### src/rtl/minterm_pkg.sv
// Shared constants and state type for the minterm scanner.
package minterm_pkg;

  localparam int N_VARS_DEFAULT = 11;
  localparam int SCAN_LEN       = 1 << N_VARS_DEFAULT;

  typedef enum logic [1:0] {
    IDLE  = 2'd0,
    SCAN  = 2'd1,
    DRAIN = 2'd2,
    DONE  = 2'd3
  } state_t;

endpackage

### src/rtl/minterm_out_slot.sv
// One-entry valid/ready holding register for minterm indices.
module minterm_out_slot #(
  parameter int W = 11
) (
  input  logic         clk,
  input  logic         rst_n,
  input  logic         load,
  input  logic [W-1:0] index,
  input  logic         m_ready,
  output logic         m_valid,
  output logic [W-1:0] m_index,
  output logic         free
);

  // Free when empty or when the held entry is being taken this cycle,
  // which allows back-to-back reloads without a bubble.
  assign free = !m_valid || m_ready;

  always_ff @(posedge clk or negedge rst_n) begin
    if (!rst_n) begin
      m_valid <= 1'b0;
      m_index <= '0;
    end else if (load) begin
      m_valid <= 1'b1;
      m_index <= index;
    end else if (m_ready) begin
      m_valid <= 1'b0;
    end
  end

endmodule

### src/rtl/minterm_scanner.sv
// Walks every input vector of an N_VARS-input function and streams the true indices.
// Optional MINTERM_SCANNER_MAXTERM_EN adds a polarity input to report false indices instead.
module minterm_scanner
  import minterm_pkg::*;
#(
  parameter int N_VARS = N_VARS_DEFAULT
) (
  input  logic              clk,
  input  logic              rst_n,
  input  logic              start,
`ifdef MINTERM_SCANNER_MAXTERM_EN
  input  logic              polarity,
`endif
  output logic              busy,
  output logic              done,
  output logic [N_VARS-1:0] dut_in,
  input  logic              dut_out,
  output logic              m_valid,
  input  logic              m_ready,
  output logic [N_VARS-1:0] m_index,
  output logic [N_VARS:0]   m_count,
  output state_t            state_dbg
);

  localparam logic [N_VARS-1:0] LAST_IDX = '1;

  // Handshake: an index transfers on any rising edge where m_valid && m_ready;
  // while m_valid && !m_ready, m_index and m_valid are held unchanged.

  state_t            state, state_d;
  logic [N_VARS-1:0] idx;
  logic              hit, load, adv, clear, slot_free;

`ifdef MINTERM_SCANNER_MAXTERM_EN
  logic pol_q;

  always_ff @(posedge clk or negedge rst_n) begin
    if (!rst_n)     pol_q <= 1'b0;
    else if (clear) pol_q <= polarity;
  end

  assign hit = dut_out ^ pol_q;
`else
  assign hit = dut_out;
`endif

  always_comb begin
    state_d = state;
    load    = 1'b0;
    adv     = 1'b0;
    clear   = 1'b0;
    case (state)
      IDLE: begin
        if (start) begin
          state_d = SCAN;
          clear   = 1'b1;
        end
      end
      SCAN: begin
        // A hit that cannot be stored stalls the scan on the same index.
        if (hit) begin
          if (slot_free) begin
            load = 1'b1;
            adv  = 1'b1;
          end
        end else begin
          adv = 1'b1;
        end
        if (adv && idx == LAST_IDX) state_d = DRAIN;
      end
      DRAIN: begin
        if (slot_free) state_d = DONE;
      end
      DONE: state_d = IDLE;
      default: state_d = IDLE;
    endcase
  end

  always_ff @(posedge clk or negedge rst_n) begin
    if (!rst_n) begin
      state   <= IDLE;
      idx     <= '0;
      m_count <= '0;
    end else begin
      state <= state_d;
      if (clear)    idx <= '0;
      else if (adv) idx <= idx + N_VARS'(1);
      if (clear)     m_count <= '0;
      else if (load) m_count <= m_count + (N_VARS + 1)'(1);
    end
  end

  minterm_out_slot #(.W(N_VARS)) u_slot (
    .clk     (clk),
    .rst_n   (rst_n),
    .load    (load),
    .index   (idx),
    .m_ready (m_ready),
    .m_valid (m_valid),
    .m_index (m_index),
    .free    (slot_free)
  );

  assign dut_in    = idx;
  assign busy      = (state != IDLE);
  assign done      = (state == DONE);
  assign state_dbg = state;

endmodule
### config.mk
export PLATFORM = sky130hd
export DESIGN_NAME = minterm_scanner
export DESIGN_NICKNAME = d
export VERILOG_FILES = /design/src/rtl/minterm_pkg.sv /design/src/rtl/minterm_out_slot.sv /design/src/rtl/minterm_scanner.sv
export SDC_FILE = /design/constraint.sdc
export NUM_CORES = 1
export LEC_CHECK = 0
export BUFFER_PORTS_ARGS = -buffer_cell sky130_fd_sc_hd__buf_4
export CAP_MARGIN = 40
export CORE_MARGIN = 1
export CORE_UTILIZATION = 57
export CTS_CLUSTER_DIAMETER = 80
export DETAILED_ROUTE_END_ITERATION = 10
export PLACE_DENSITY = 0.86
export SETUP_SLACK_MARGIN = 0.02
export SYNTH_ARGS = -nofsm -noshare
export SYNTH_HDL_FRONTEND = slang
export SYNTH_HIERARCHICAL = 1
export SYNTH_SLANG_ARGS = --single-unit
### constraint.sdc
create_clock -name clk -period 3.19 [get_ports clk]
set_clock_uncertainty 0.05 [all_clocks]
set_input_delay 0.4785 -clock clk [delete_from_list [all_inputs] [get_ports clk]]
set_output_delay 0.4785 -clock clk [all_outputs]
set_load 0.03 [all_outputs]
==> results by group <==
Outcome
  • Status: finished, final reports clean

STA
  • WHS: 0.0202 ns
  • Final hold violation count: 0
  • Count of final max-slew check failures: 0
  • Peak Freq: 456 MHz
  • Setup Viol. Count Final: 0
  • Post-route minimum period: 2.20 ns
  • Setup TNS Final: 0 ns
  • Max_slew headroom: 0.511
  • Worst-Margin Slew: between 0.7 and 0.8 ns
  • Unrepaired setup endpoints after global routing: no
  • Fin crit share: 0.688

Route
  • DRT Wirelength: 3730 microns
  • Avg WL per Cell: 14.3 microns
  • DR vias/cell: 5.53
  • Number of remaining DRC errors: 0
  • Post-DRT Antenna Nets: 0
  • Vias: between 1000 and 1500
  • Initial DRT Pass Iterations: 4
  • Drt initial violations: 37

Global route
  • Pin count of the biggest net entering global routing: 38
  • GRT Resource Usage Total: 0.237
  • Total grt overflow: 0
  • Initial antenna violation count: 0
  • Global-route wire length before repair: 6080 microns
  • Vias in the first global route: ~1400

Finish
  • Fillers: between 200 and 250
  • Design area: ~2300 sq um
  • Footprint of the multi-input gates: 877 sq um
  • Share of layout cells above drive strength 1: 0.315
  • Area Overhead vs Synth: 23.6%
  • Nets: 226
  • Inserted Diodes: 0
  • FF+latch area: 926 sq um

Synth
  • Cell area after synthesis: 1860 sq um
  • Syn nets: 180
  • Distinct cells, synth: 34
  • Primary FF master, synth: dfrtp_1
  • Yosys top cell area share: 0.497
  • Flop and latch count out of synthesis: 37
  • Post-synth EDFFs: 0
  • Sequential area share after synthesis: 0.497
  • Area leader, netlist: dfrtp_1
  • Post-Syn Area per Cell: 11.0 sq um
  • Largest cells by area after synthesis: dfrtp_1 (50%), mux2_4 (7.3%), ha_1 (4.0%), nor2_1 (3.4%), xnor2_1 (3.3%)
  • Cells after Synth: 169
  • Ys async rst share: 1.00
  • Syn. warnings: 6

Die
  • Die area: approximately 3500 sq um
  • Placeable Area: 3080 sq um
  • FP Rows: 20
  • Die Y: between 50 and 60 microns
  • I/O pins: 44
  • Chip Width: 59.2 microns
  • Initial Util: 0.605

Setup path
  • Worst setup SP type: flip-flop
  • WS Path Type: reg2reg
  • R2R depth: 6
  • Critical Path RT: 3.39 ns
  • Worst-path fanout max: 14
  • Critical Path End Type: flip-flop
  • Worst EP arrival: 2.39 ns

Placed design
  • Dpl hpwl: 2750 microns
  • Area after DPL: 2210 sq um
  • Placer Congestion: 0.785
  • IO buf count: 43

Flow run
  • Max-cap violations: 0

Clock tree
  • Worst-path clk slew: 0.11 ns
  • Clock buffer count from CTS: 5
  • CTS max path bufs: 2
  • Postcts setup bufs: 0
  • CTS tree: done
  • Root Buffer: clkbuf_4
  • Clock latency on the worst-skew pair: 0.35 ns
  • Sink Count: 37
  • Hold bufs inserted after CTS: 0
  • CTS resizes: 0
  • # H-tree levels: 2

Power
  • Pwr/cell area: 700 nW/um^2
  • Leakage: roughly 1.1 nW
  • Clock power frac: 0.214
  • Register share of total power: 0.378
  • Sw frac: 0.393
  • Worst IR drop on VDD: 0.490 mV
  • Logic pwr share: 0.408
  • P_int: 0.978 mW
  • Psw: 0.634 mW

Hold path
  • Worst Hold Class: in2async
-- synthesized netlist by cell type, drive strengths merged, types with 2 or more instances --
cell type  count
nor3           3
mux2          11
dfrtp         37
nand2          9
nor2          17
ha             6
buf            2
a21oi          5
o21a           2
xnor2          7
inv            7
mux2i          3
and2           2
nor4           3
and4           3
clkbuf         3
o21ai          5
xor2           7
nand4          4
and3           3
nand2b         4
or3            5
nand3         14
-- cell type report --
type                    count  share of cell area
clock inverters             2              0.0163
repair buffers             44               0.143
well taps                  44              0.0239
flip-flops and latches     37               0.402
multi-input cells         120               0.381
clock buffers               6              0.0223
inverters                   7              0.0114
-- cell usage in the layout (no fill, tap or decap), types with 5 or more instances in the layout --
| master | count |
|---|---|
| or3_1 | 5 |
| dfrtp_1 | 37 |
| o21ai_0 | 5 |
| nand3_1 | 12 |
| xnor2_1 | 7 |
| inv_1 | 7 |
| nand2_1 | 9 |
| buf_4 | 44 |
| mux2_4 | 9 |
| clkbuf_4 | 5 |
| a21oi_1 | 5 |
| ha_1 | 6 |
| xor2_1 | 7 |
| nor2_1 | 17 |
-- worst paths after layout --
| check | slack (ns) | from | endpoint |
|---|---|---|---|
| setup / recovery | 0.99 | state_dbg[1]$_DFFE_PN0P_ | u_slot/m_index[7]$_DFFE_PN0P_ |
| min in group clk | 0.46 | start | dut_in[9]$_DFFE_PN0P_ |
| max in group asynchronous | 2.76 | rst_n | u_slot/m_index[1]$_DFFE_PN0P_ |
| setup reg to reg | 0.99 | state_dbg[1]$_DFFE_PN0P_ | u_slot/m_index[7]$_DFFE_PN0P_ |
| hold reg to reg | 0.48 | u_slot/m_index[1]$_DFFE_PN0P_ | u_slot/m_index[1]$_DFFE_PN0P_ |
| hold / removal | 0.02 | rst_n | dut_in[8]$_DFFE_PN0P_ |
-- critical path: stages (launching register included) --
cell and delay (ns):
dfrtp_1 0.45, inv_1 0.11, ha_1 0.15, buf_4 0.19, nand3_2 0.19, inv_1 0.54, mux2_2 0.42
-- layer usage --
metal / vias to the layer above / track usage / routed length [microns]
li1: 679 / - / -
met1: 702 / 0.257 / 1540
met4: 0 / 0.0816 / 54
met2: 48 / 0.429 / 1920
met3: 8 / 0.0830 / 215
met5: - / 0 / 0
-- metrics by stage --
| stage | instances | setup slack [ns] | util | power [mW] |
|---|---|---|---|---|
| floorplan | 169 | 1.32 | - | 1.07 |
| global placement | 252 | 1.10 | 0.720 | 1.25 |
| detailed placement | 252 | 0.999 | 0.720 | 1.28 |
| CTS | 260 | 0.984 | 0.748 | 1.62 |
| global route | 260 | 0.889 | 0.748 | 1.71 |
| finish | 260 | 0.995 | 0.748 | 1.61 |
-- sequential cells by signal, indices dropped and copies added (netlist names) --
| name | count |
|---|---|
| m_count | 12 |
| u_slot/m_valid | 1 |
| u_slot/m_index | 11 |
| dut_in | 11 |
| state_dbg | 2 |
-- power by group through the flow --
stage	logic, mW	registers [mW]	clock network, mW
after floorplan	0.336	0.735	0
after global placement	0.634	0.613	0
after detailed placement	0.661	0.619	0
after CTS	0.661	0.610	0.350
after global routing	0.715	0.623	0.369
final	0.657	0.609	0.346
-- cell families (layout without fill, tap and decap cells) --
| family | after synthesis | count (layout) | synth area share |
|---|---|---|---|
| xor gates and xnor gates | 14 | 14 | 0.0658 |
| adders and majority gates | 6 | 6 | 0.0403 |
| DFF | 37 | 37 | 0.497 |
| buffers and inverters | 12 | 59 | 0.0322 |
| and+or+nand+nor | 68 | 68 | 0.201 |
| AOI/OAI and AO/OA | 18 | 18 | 0.0625 |
| muxes | 14 | 14 | 0.101 |
Power figures use the tool's default switching activity.
